<file path="src/rtl/ex_branch_resolve.sv">
// ex_branch_resolve
//   Sits directly behind the 64-bit ALU. Resolves conditional branches from the
//   ALU result/zero flag and registers the EX/MEM payload. It also owns the
//   2-bit saturating branch history table read by fetch. A mispredict raises a
//   one-cycle fetch redirect and squashes the wrong-path instruction behind it.
//
// Parameters
//   IDX_W  BHT index width; 2**IDX_W entries, indexed by pc[IDX_W+1:2]
//   CNT_W  width of the branch / mispredict statistics counters
//
// Ports
//   clk, reset       clock, synchronous active-high reset
//   stall            freezes all state while high
//   ex_*             EX-stage instruction: valid, branch, type, pc, target, prediction
//   alu_result/zero  ALU outputs (ALU computes a-b for branches)
//   if_pc            fetch PC for the BHT lookup
//   if_pred_taken    combinational BHT prediction for if_pc
//   mem_valid        registered EX/MEM valid
//   mem_alu_result   registered ALU result
//   redirect         one-cycle fetch redirect / IF-ID flush
//   redirect_pc      corrected fetch PC
//   branch_cnt       resolved branches (saturating)
//   mispred_cnt      mispredicted branches (saturating)
module ex_branch_resolve #(
    parameter int unsigned IDX_W = 6,
    parameter int unsigned CNT_W = 32
) (
    input  logic             clk,
    input  logic             reset,
    input  logic             stall,
    input  logic             ex_valid,
    input  logic             ex_branch,
    input  logic [1:0]       ex_br_type,
    input  logic [63:0]      ex_pc,
    input  logic [63:0]      ex_target,
    input  logic             ex_pred_taken,
    input  logic [63:0]      alu_result,
    input  logic             alu_zero,
    input  logic [63:0]      if_pc,
    output logic             if_pred_taken,
    output logic             mem_valid,
    output logic [63:0]      mem_alu_result,
    output logic             redirect,
    output logic [63:0]      redirect_pc,
    output logic [CNT_W-1:0] branch_cnt,
    output logic [CNT_W-1:0] mispred_cnt
);

    localparam int unsigned ENTRIES = 2 ** IDX_W;

    typedef enum logic {
        RUN    = 1'b0,
        SQUASH = 1'b1
    } state_t;

    state_t state, state_nxt;

    logic [1:0]       bht [ENTRIES];
    logic [IDX_W-1:0] ex_idx;
    logic [IDX_W-1:0] if_idx;
    logic             taken;
    logic             accept;
    logic             acc_branch;
    logic             mispredict;

    assign ex_idx = ex_pc[IDX_W+1:2];
    assign if_idx = if_pc[IDX_W+1:2];

    // Read of the table before any update this cycle: no bypass from EX.
    always_comb begin
        if_pred_taken = bht[if_idx][1];
    end

    always_comb begin
        taken = 1'b0;
        case (ex_br_type)
            2'b00: taken = alu_zero;
            2'b01: taken = ~alu_zero;
            2'b10: taken = alu_result[63];
            2'b11: taken = ~alu_result[63];
            default: taken = 1'b0;
        endcase
    end

    always_comb begin
        accept     = ex_valid & ~stall & (state == RUN);
        acc_branch = accept & ex_branch;
        mispredict = acc_branch & (taken != ex_pred_taken);
    end

    always_comb begin
        state_nxt = state;
        case (state)
            RUN:     if (mispredict) state_nxt = SQUASH;
            SQUASH:  if (!stall)     state_nxt = RUN;
            default: state_nxt = RUN;
        endcase
    end

    always_ff @(posedge clk) begin
        if (reset) begin
            state <= RUN;
        end else begin
            state <= state_nxt;
        end
    end

    // In SQUASH accept is low, so a non-stalled edge clears mem_valid and
    // redirect and leaves the table and counters untouched.
    always_ff @(posedge clk) begin
        if (reset) begin
            mem_valid      <= 1'b0;
            mem_alu_result <= '0;
            redirect       <= 1'b0;
            redirect_pc    <= '0;
            branch_cnt     <= '0;
            mispred_cnt    <= '0;
            for (int unsigned i = 0; i < ENTRIES; i++) begin
                bht[i] <= 2'b01;
            end
        end else if (!stall) begin
            mem_valid <= accept;
            redirect  <= mispredict;
            if (accept) begin
                mem_alu_result <= alu_result;
            end
            if (mispredict) begin
                redirect_pc <= taken ? ex_target : ex_pc + 64'd4;
                if (mispred_cnt != '1) begin
                    mispred_cnt <= mispred_cnt + CNT_W'(1);
                end
            end
            if (acc_branch) begin
                if (branch_cnt != '1) begin
                    branch_cnt <= branch_cnt + CNT_W'(1);
                end
                if (taken) begin
                    if (bht[ex_idx] != 2'b11) bht[ex_idx] <= bht[ex_idx] + 2'd1;
                end else begin
                    if (bht[ex_idx] != 2'b00) bht[ex_idx] <= bht[ex_idx] - 2'd1;
                end
            end
        end
    end

endmodule

</file>
<file path="config.mk">
export PLATFORM = sky130hd
export DESIGN_NAME = ex_branch_resolve
export DESIGN_NICKNAME = d
export VERILOG_FILES = /design/src/rtl/ex_branch_resolve.sv
export SDC_FILE = /design/constraint.sdc
export NUM_CORES = 1
export LEC_CHECK = 0
export CORE_ASPECT_RATIO = 0.8
export CORE_MARGIN = 10
export CORE_UTILIZATION = 30
export DETAILED_ROUTE_END_ITERATION = 10
export PLACE_DENSITY = 0.66
export SYNTH_ARGS = -nofsm -noshare
export SYNTH_HDL_FRONTEND = slang
export SYNTH_SLANG_ARGS = --single-unit
</file>
<file path="constraint.sdc">
create_clock -name clk -period 12.6 [get_ports clk]
set_input_delay 2.52 -clock clk [delete_from_list [all_inputs] [get_ports clk]]
set_output_delay 2.52 -clock clk [all_outputs]
set_load 0.01 [all_outputs]
</file>
==> impl_metrics.tcl <==
set metrics [dict create \
    grtUsageTotal 0.189 \
    yosysWarningCount 0 \
    cts-root-buf "clkbuf_16" \
    final-setup-viol-count 0 \
    tns_ps 0 \
    portBuffers 401 \
    layout-drive-gt1-share 0.0902 \
    area_growth_pct 34.4 \
    hold_buffers 0 \
    cts_tree "yes" \
    max_slew_margin 0.174 \
    cts.repair.resized 0 \
    critical_path.most_common_cell "mux4_2" \
    r2r_cells 9 \
    antenna_found_initial 8 \
    cp-end-kind "output port" \
    yosysSeqAreaShare 0.459 \
    startpoint_type "input port" \
    rsz0062_at_grt "false" \
    dieHeight_um 232 \
    tightest_slew_ps 1230 \
    r2r_end "bht[54][1]" \
    path_buf_inv 2 \
    drt_iter0_markers 1491 \
    clkSinkCount 323 \
    fmax_mhz 117 \
    postSynthAreaPerCell_um2 9.18 \
    cts_setup_buffers 0 \
    synth.area.mux_share 0.0626 \
    synthSimpleGateAreaFrac 0.213 \
    cp_slowest_cell "clkdlybuf4s50_1" \
    synth_cell_type_count 71 \
    ir_drop_mv 0.0687 \
    ys_seq_elements 323 \
    hold_viol 0 \
    cp_top_family "buffers and inverters" \
    firstDrtPassIters 6 \
    synth_xor_area_frac 0.0594 \
    routed_wl_mm 66.0 \
    cp_max_fo 16 \
    synth_top_family_by_area "simple AND/OR/NAND/NOR gates" \
    via_count 15600 \
    slowest_delay_ps 1280 \
    slew_viol_final 0 \
    r2r-start "bht[2][1]" \
    layout_common_cells "clkdlybuf4s50_1, nand2_1, dfxtp_1" \
    clkSlewWorstSetupHoldPaths_ps 60 \
    synth-compound-area-share 0.156 \
    num_rows 77 \
    timing.final.ws_setup_ps 4060 \
    min_period_ps 8540 \
    place.gp.congestion 0.902 \
    synth_edf_count 128 \
    min_from "mem_alu_result[49]" \
    nNetsFinal 2426 \
    grt_pass1_vias 15200 \
    clock_skew_ps 38.9 \
    finalCritPeriodShare 0.677 \
    route.antenna.remaining_nets 0 \
    timing.setup.critical_path_class "in -> out" \
    min_path_cells 2 \
    crit_start "if_pc[2]" \
    clock_tree.buffer_depth 3 \
    syn_area_mm2 0.0169 \
    path_cells "clkdlybuf4s50_1 > mux4_2 > mux4_2 > mux4_2 > clkdlybuf4s50_1" \
    synth_cells 1836 \
    cp_data_arrival_time_ps 6020 \
    ys.flop_type "dfxtp_1" \
    initial_core_util 0.304 \
    async_reset_ff_frac 0 \
    layout_commonest_cell "clkdlybuf4s50_1" \
    final_util 0.409 \
    cts_buffers 37 \
    min_to "mem_alu_result[49]" \
    grt_max_degree 113 \
    hpwl_mm 47.4 \
    htreeDepth 2 \
    synth-adder-area-share 0.00223 \
    hp-class "reg -> reg" \
    drc 0 \
    place_ws_ps 4030 \
    avgRoutedWirePerCell_um 22.5 \
    clk-insertion-delay-late_ps 560 \
    p_per_area_mw_per_mm2 116 \
    reg2reg_slack_ps 8700 \
    vias_per_cell 5.30 \
    status "completed" \
    p_leak_uw 0.00749 \
    die_w_um 285 \
    die-area_mm2 0.0661 \
    pin_count 460 \
    core_mm2 0.0554 \
    overflow 0 \
    worstPathRequired_ps 10080 \
    cap_violations 0 \
    synth.net_count 2104 \
    grt_pass1_wl_mm 96.8 \
]
==> Yosys cell counts (all sizes together), types with 8 or more instances <==
master	n	area (um2)
nand2	294	1110
dfxtp	195	3900
a21oi	191	971
nor2	188	706
edfxtp	128	3840
nand3	123	816
clkbuf	87	327
a21o	66	495
buf	60	354
xnor2	55	489
xor2	55	489
a211oi	51	480
o21ai	31	159
mux2i	30	300
nor3	30	155
inv	28	105
mux4	27	608
nand4	26	169
and3	15	98.8
and4	15	131
or3	15	93.8
a31oi	14	87.6
mux2	13	146
a22oi	12	90.1
nor3b	9	67.6
nor4	8	56.3
==> how the worst max path moves through the flow <==
stage | to | slack, ps | depth (start not counted)
after floorplan | if_pred_taken | 5120 | 5
after detailed placement | if_pred_taken | 4030 | 5
after CTS | if_pred_taken | 4040 | 5
after global routing | if_pred_taken | 3940 | 5
final | if_pred_taken | 4060 | 5
after global placement | if_pred_taken | 4080 | 5
==> registers in the layout, indices dropped and copies added, names as in the netlist <==
| signal | count |
|---|---|
| mem_alu_result | 64 |
| branch_cnt | 32 |
| mispred_cnt | 32 |
| mem_valid | 1 |
| bht | 128 |
| redirect_pc | 64 |
| redirect | 1 |
| state | 1 |
==> metrics by stage <==
| stage | power [uW] | std cells | area [um2] | hold WS [ps] |
|---|---|---|---|---|
| 2_1_floorplan | 1330 | 1836 | 16900 | 452 |
| 3_3_place_gp | 1510 | 2869 | 21400 | 441 |
| 3_5_place_dp | 1520 | 2869 | 21400 | 447 |
| 4_1_cts | 2640 | 2934 | 22700 | 455 |
| 5_1_grt | 2710 | 2935 | 22700 | 471 |
| 6_report | 2620 | 2935 | 22700 | 454 |
==> layer usage <==
layer	vias to the layer above	track usage	part of all wire
li1	7177	-	-
met1	7455	0.243	0.41
met2	794	0.289	0.45
met3	125	0.0601	0.10
met4	12	0.0744	0.036
met5	-	0	0.0013
==> worst reg2reg max path: stages (launching register included) <==
cell and delay, ps:
edfxtp_1 440, mux4_2 480, mux2_2 300, a22oi_1 180, nand4_1 170, a211oi_4 320, and3b_1 260, o21ai_4 790
buf_4 520, a21oi_1 170
==> logic make-up (layout without fill, tap and decap cells) <==
group | Yosys count | after routing
simple gates | 751 | 751
compound gates | 403 | 403
flops | 323 | 323
buf+inv | 175 | 523
xor+xnor | 111 | 111
mux | 70 | 70
fa+ha+maj | 3 | 3
other cells | 0 | 1
==> cell type report <==
type,count,area [um2]
inverters,28,105
clock inverters,11,134
multi-input cells,1338,8430
clock buffers,54,1080
flip-flops and latches,323,7750
diodes,1,2.50
fillers,5367,32700
well taps,750,938
repair buffers,430,4230
==> power by group <==
group | leakage (uW) | internal, uW | switching [uW]
registers | 0.00269 | 1110 | 16.2
logic | 0.00421 | 156 | 219
clock network | 0.000593 | 658 | 459
total | 0.00749 | 1920 | 694
Note: power is estimated with default switching activity, not from simulation.
